File: src/rtl/i2c_bit_ctrl.sv
// I2C bit-level line controller: runs START/STOP/WRITE/READ as four quarter-bit
// phases paced by the bit timer, with clock stretching and arbitration-loss handling.
module i2c_bit_ctrl #(
  parameter bit STRETCH_EN = 1'b1
) (
  input  logic       Clk,
  input  logic       Rst,
  input  logic [2:0] Cmd,
  input  logic       CmdValid,
  output logic       CmdReady,
  input  logic       DinBit,
  output logic       DoutBit,
  output logic       Done,
  output logic       ArbLost,
  input  logic       Tick,
  output logic       TimerStart,
  output logic       TimerStop,
  output logic       Scl_o,
  output logic       Sda_o,
  input  logic       Scl_i,
  input  logic       Sda_i
);

  localparam logic [2:0] CMD_START = 3'd1;
  localparam logic [2:0] CMD_STOP  = 3'd2;
  localparam logic [2:0] CMD_WRITE = 3'd3;
  localparam logic [2:0] CMD_READ  = 3'd4;

  typedef enum logic [2:0] {IDLE, PA, PB, PC, PD} state_e;

  state_e     state_q, state_d;
  logic [2:0] cmd_q, cmd_d;
  logic       din_q, din_d;
  logic       dout_q, dout_d;
  logic       done_q, done_d;
  logic       arb_q, arb_d;
  logic       scl_q, scl_d;
  logic       sda_q, sda_d;
  logic       ready_q, ready_d;
  logic       tstart_q, tstart_d;
  logic       stretch, tick_eff, arb_chk, lost;

  // {scl, sda} for a given command and phase; d is the data bit on the wire.
  function automatic logic [1:0] phase_lines(input logic [2:0] cmd, input state_e ph,
                                             input logic d);
    logic [1:0] l;
    l = 2'b11;
    unique case (cmd)
      CMD_START: l = (ph == PC) ? 2'b10 : (ph == PD) ? 2'b00 : 2'b11;
      CMD_STOP:  l = (ph == PA) ? 2'b00 : (ph == PD) ? 2'b11 : 2'b10;
      default:   l = {(ph == PB || ph == PC), d};
    endcase
    return l;
  endfunction

  always_comb begin
    stretch  = STRETCH_EN && (state_q == PB || state_q == PC) && scl_q && !Scl_i;
    tick_eff = Tick && !stretch;
    arb_chk  = ((cmd_q == CMD_WRITE) && din_q && (state_q == PB || state_q == PC)) ||
               ((cmd_q == CMD_STOP) && (state_q == PD));
    lost     = tick_eff && arb_chk && !Sda_i;

    // NOTE: every _d starts from its _q (or a fixed value) so no path through
    // this block leaves a signal unassigned, which would infer a latch.
    state_d = state_q;
    cmd_d   = cmd_q;
    din_d   = din_q;
    dout_d  = dout_q;
    arb_d   = arb_q;
    scl_d   = scl_q;
    sda_d   = sda_q;
    done_d  = 1'b0;

    unique case (state_q)
      IDLE: if (CmdValid && ready_q) begin
        if (Cmd >= CMD_START && Cmd <= CMD_READ) begin
          state_d = PA;
          cmd_d   = Cmd;
          din_d   = DinBit;
          arb_d   = 1'b0;
        end else begin
          done_d = 1'b1;
        end
      end
      PA: if (tick_eff) state_d = PB;
      PB: if (tick_eff) begin
        state_d = PC;
        if (cmd_q == CMD_READ) dout_d = Sda_i;
      end
      PC: if (tick_eff) state_d = PD;
      PD: if (tick_eff) begin
        state_d = IDLE;
        done_d  = 1'b1;
      end
      default: state_d = IDLE;
    endcase

    if (lost) begin
      state_d = IDLE;
      arb_d   = 1'b1;
      done_d  = 1'b1;
    end

    // Lines are decoded from the next phase so they change with the phase register;
    // in IDLE they hold whatever the last command left (e.g. SCL low after a bit).
    if (state_d != IDLE)
      {scl_d, sda_d} = phase_lines(cmd_d, state_d, (cmd_d == CMD_READ) ? 1'b1 : din_d);
    else if (lost)
      {scl_d, sda_d} = 2'b11;

    ready_d  = (state_d == IDLE);
    tstart_d = (state_d == IDLE);
  end

  // NOTE: sequential state uses non-blocking assignments only, so every flop
  // samples the pre-edge values regardless of statement order.
  always_ff @(posedge Clk or posedge Rst) begin
    if (Rst) begin
      state_q  <= IDLE;
      cmd_q    <= 3'd0;
      din_q    <= 1'b0;
      dout_q   <= 1'b0;
      done_q   <= 1'b0;
      arb_q    <= 1'b0;
      scl_q    <= 1'b1;
      sda_q    <= 1'b1;
      ready_q  <= 1'b1;
      tstart_q <= 1'b1;
    end else begin
      state_q  <= state_d;
      cmd_q    <= cmd_d;
      din_q    <= din_d;
      dout_q   <= dout_d;
      done_q   <= done_d;
      arb_q    <= arb_d;
      scl_q    <= scl_d;
      sda_q    <= sda_d;
      ready_q  <= ready_d;
      tstart_q <= tstart_d;
    end
  end

  assign CmdReady   = ready_q;
  assign DoutBit    = dout_q;
  assign Done       = done_q;
  assign ArbLost    = arb_q;
  assign TimerStart = tstart_q;
  assign TimerStop  = stretch;
  assign Scl_o      = scl_q;
  assign Sda_o      = sda_q;

endmodule

File: config.mk
export PLATFORM = sky130hd
export DESIGN_NAME = i2c_bit_ctrl
export DESIGN_NICKNAME = d
export VERILOG_FILES = /design/src/rtl/i2c_bit_ctrl.sv
export SDC_FILE = /design/constraint.sdc
export NUM_CORES = 1
export LEC_CHECK = 0
export CAP_MARGIN = 0
export CORE_ASPECT_RATIO = 0.7
export CORE_MARGIN = 10
export CORE_UTILIZATION = 44
export DETAILED_ROUTE_END_ITERATION = 6
export PLACE_DENSITY_LB_ADDON = 0.05
export SLEW_MARGIN = 0
export SYNTH_ARGS = -nofsm -noshare
export SYNTH_HDL_FRONTEND = slang
export SYNTH_SLANG_ARGS = --single-unit
File: constraint.sdc
create_clock -name Clk -period 2.3 [get_ports Clk]
set_input_delay 0.345 -clock Clk [delete_from_list [all_inputs] [get_ports Clk]]
set_output_delay 0.345 -clock Clk [all_outputs]
set_load 0.01 [all_outputs]
==> results.py <==
metrics = {
    "floorplan": {
        "die_area_um2": 4360,
        "row_count": 13,
        "core_area_um2": 1920,
        "start_util_pct": 48.1,
        "die_width_um": 74.8,
        "pin_count": 18,
        "die_h_um": 58.3,
    },
    "timing": {
        "hold_slack_ns": 0.387,
        "hold_viol_final": 0,
        "timing.final.ws_setup_ns": 0.0551,
        "fmax_ghz": 0.445,
        "setup_viol": 0,
        "worst-slew-pin-transition_ns": 0.576,
        "post-route-period-util_pct": 97.6,
        "period_needed_ns": 2.24,
        "fin_worst_skew_ns": 0.00220,
        "slew_viol_final": 0,
        "rsz0062_at_grt": "yes",
        "slew_headroom_pct": 61.2,
    },
    "synth": {
        "ys_async_sr_fraction_pct": 100,
        "synth_xor_area_share_pct": 0.949,
        "synth_area_um2": 923,
        "yosys.area.top_type": "dfrtp_1",
        "synth_enable_flop_cells": 0,
        "ys_warn_count": 0,
        "syn_inst": 101,
        "synth_fa_ha_area_share_pct": 0,
        "synth-seq-area-share_pct": 35.6,
        "synthMuxAreaShare_pct": 3.66,
        "synth_area_leaders": "dfrtp_1, dfstp_2, nand2_1",
        "syn_area_per_cell_um2": 9.14,
        "syn-num-nets": 111,
        "synth_top_area_share_pct": 27.1,
        "synth_cell_types": 45,
        "yosys.area_share.simple_pct": 29.4,
        "synthFlopType": "dfrtp_1",
        "synth_compound_area_share_pct": 24.9,
        "ys_ff_latch": 13,
        "synth_top_family_by_area": "simple AND/OR/NAND/NOR gates",
    },
    "worst_setup_path": {
        "rr_worst_depth": 6,
        "worstPathArrival_ns": 2.45,
        "worstSetupStartpoint": "state_q[0]$_DFF_PP0_",
        "path_class": "register to register",
        "rr_startpoint": "state_q[0]$_DFF_PP0_",
        "reg2reg_setup_slack_ns": 0.06,
        "timing.rr.end": "Sda_o$_DFFE_PP1P_",
        "crit_path_end_kind": "register",
        "worstPathMaxFanout": 4,
        "startpoint_type": "register",
        "critPathRequiredTime_ns": 2.51,
    },
    "layout": {
        "postLayoutCoreUtil_pct": 64.3,
        "fill_cells": 177,
        "final_common_cell": "clkdlybuf4s50_1",
        "layout-drive-gt1-share_pct": 27.7,
        "fin_cells": 152,
        "area_growth_pct": 33.7,
        "final_cell_mix": "clkdlybuf4s50_1, nand2_1, buf_4",
        "diodes": 0,
        "final_nets": 141,
    },
    "grt": {
        "grt_usage_pct": 11.3,
        "met1_usage_pct": 16.4,
        "met2_usage_pct": 13.9,
        "grt_pass1_vias": 766,
        "antenna_found_initial": 0,
        "grt_start_max_net_pins": 14,
        "grt_pass1_wl_um": 3850,
        "grt_busiest_layer": "met1",
        "grt-ovfl-total": 0,
        "gr-usage-met3_pct": 6.20,
    },
    "pwr": {
        "power_density_nw_per_um2": 1080,
        "power_uw": 1340,
        "p_leak_uw": 0.000484,
        "ir_drop_mv": 0.564,
    },
    "clock_tree": {
        "htreeDepth": 1,
        "clk_latency_ns": 0.28,
        "cts_buffers": 3,
        "root_buffer": "clkbuf_4",
        "cts_tree": "yes",
        "cts_buffer_depth": 2,
        "clk_pin_slew_ns": 0.08,
        "cts_sinks": 13,
    },
    "place": {
        "finalWeightedCongestion": 0.796,
        "pre_cts_slack_ns": -0.0695,
        "port_buffers": 17,
        "place.detailed.hpwl_um": 1900,
        "dpl.cell_count": 143,
    },
    "hold_path": {
        "holdCritPathClass": "primary input to asynchronous set/reset pin",
    },
    "routing": {
        "drt-total-wl_um": 2470,
        "drtPass1Iterations": 4,
        "drc": 0,
        "drt_iter0_markers": 55,
        "via_count": 894,
        "wl_per_cell_um": 16.2,
        "ant_nets": 0,
        "viasPerCell": 5.88,
    },
    "flow_run": {
        "max_cap_viol_count": 0,
    },
    "run_status": {
        "outcome": "completed",
    },
}
==> power breakdown <==
part           internal [uW]  switching (uW)  leakage, uW
combinational            418             367     0.000308
clock                   64.5            72.7    0.0000177
sequential               332            82.0     0.000159
==> worst max-delay path: stages (launching register included) <==
cell       delay [ns]
dfrtp_2          0.45
or4b_4           0.54
a2111oi_4        0.41
nand3b_1         0.20
a21o_1           0.22
a2bb2o_4         0.21
a22oi_2          0.14
==> metal layers <==
metal	wire length [um]	up-vias
met5	0	-
met4	8	0
met3	211	2
met2	973	34
met1	1270	416
li1	-	442
==> per-stage QoR <==
step,cell area [um2],TNS (ns)
2_1_floorplan,923,0
3_3_place_gp,1150,-0.0486
3_5_place_dp,1150,-0.0695
4_1_cts,1180,0
5_1_grt,1230,-0.0950
6_report,1230,0
==> how the worst max path moves through the flow <==
stage / end / cells after the start
final: Sda_o$_DFFE_PP1P_ / 6
after global placement: Sda_o$_DFFE_PP1P_ / 7
after detailed placement: Sda_o$_DFFE_PP1P_ / 7
after CTS: Sda_o$_DFFE_PP1P_ / 6
after global routing: Sda_o$_DFFE_PP1P_ / 6
after floorplan: Sda_o$_DFFE_PP1P_ / 7
==> area by class of cell <==
type	instances	area, um2	area share [%]
Multi-Input combinational cell	78	562	45.5
Clock inverter	1	5.00	0.405
Inverter	5	18.8	1.52
Timing Repair Buffer	30	268	21.7
Tap cell	22	27.5	2.23
Sequential cell	13	332	26.8
Clock buffer	3	22.5	1.82
==> registers in the layout, indices dropped and copies added, names as in the netlist <==
signal and count:
TimerStart 1, ArbLost 1, Sda_o 1, Done 1
Scl_o 1, DoutBit 1, state_q 3, cmd_q 3
din_q 1
==> synth_stat cells, types with 2 or more instances <==
library cell,count
o22ai_1,2
nor3_1,5
nor2_1,6
clkbuf_1,2
dfrtp_1,10
a211oi_1,2
nand2b_1,4
nand4b_1,3
and2_1,3
dfstp_2,3
mux2_2,3
inv_1,4
nand2_1,13
a31oi_1,2
o21ai_0,6
a21oi_1,4
==> logic make-up (layout without fill, tap and decap cells) <==
family / Yosys count / count (layout)
and+or+nand+nor: 46 / 46
AOI/OAI and AO/OA: 28 / 28
DFF: 13 / 13
buffers and inverters: 10 / 39
muxes: 3 / 3
xor gates and xnor gates: 1 / 1
==> timing repair <==
action                                  4_1_cts  5_1_grt
endpoints found under the setup margin        0        3
resized for setup                             0        5
hold buffers                                  0        0
setup buffers                                 0        5
(Power assumes the default switching activity.)
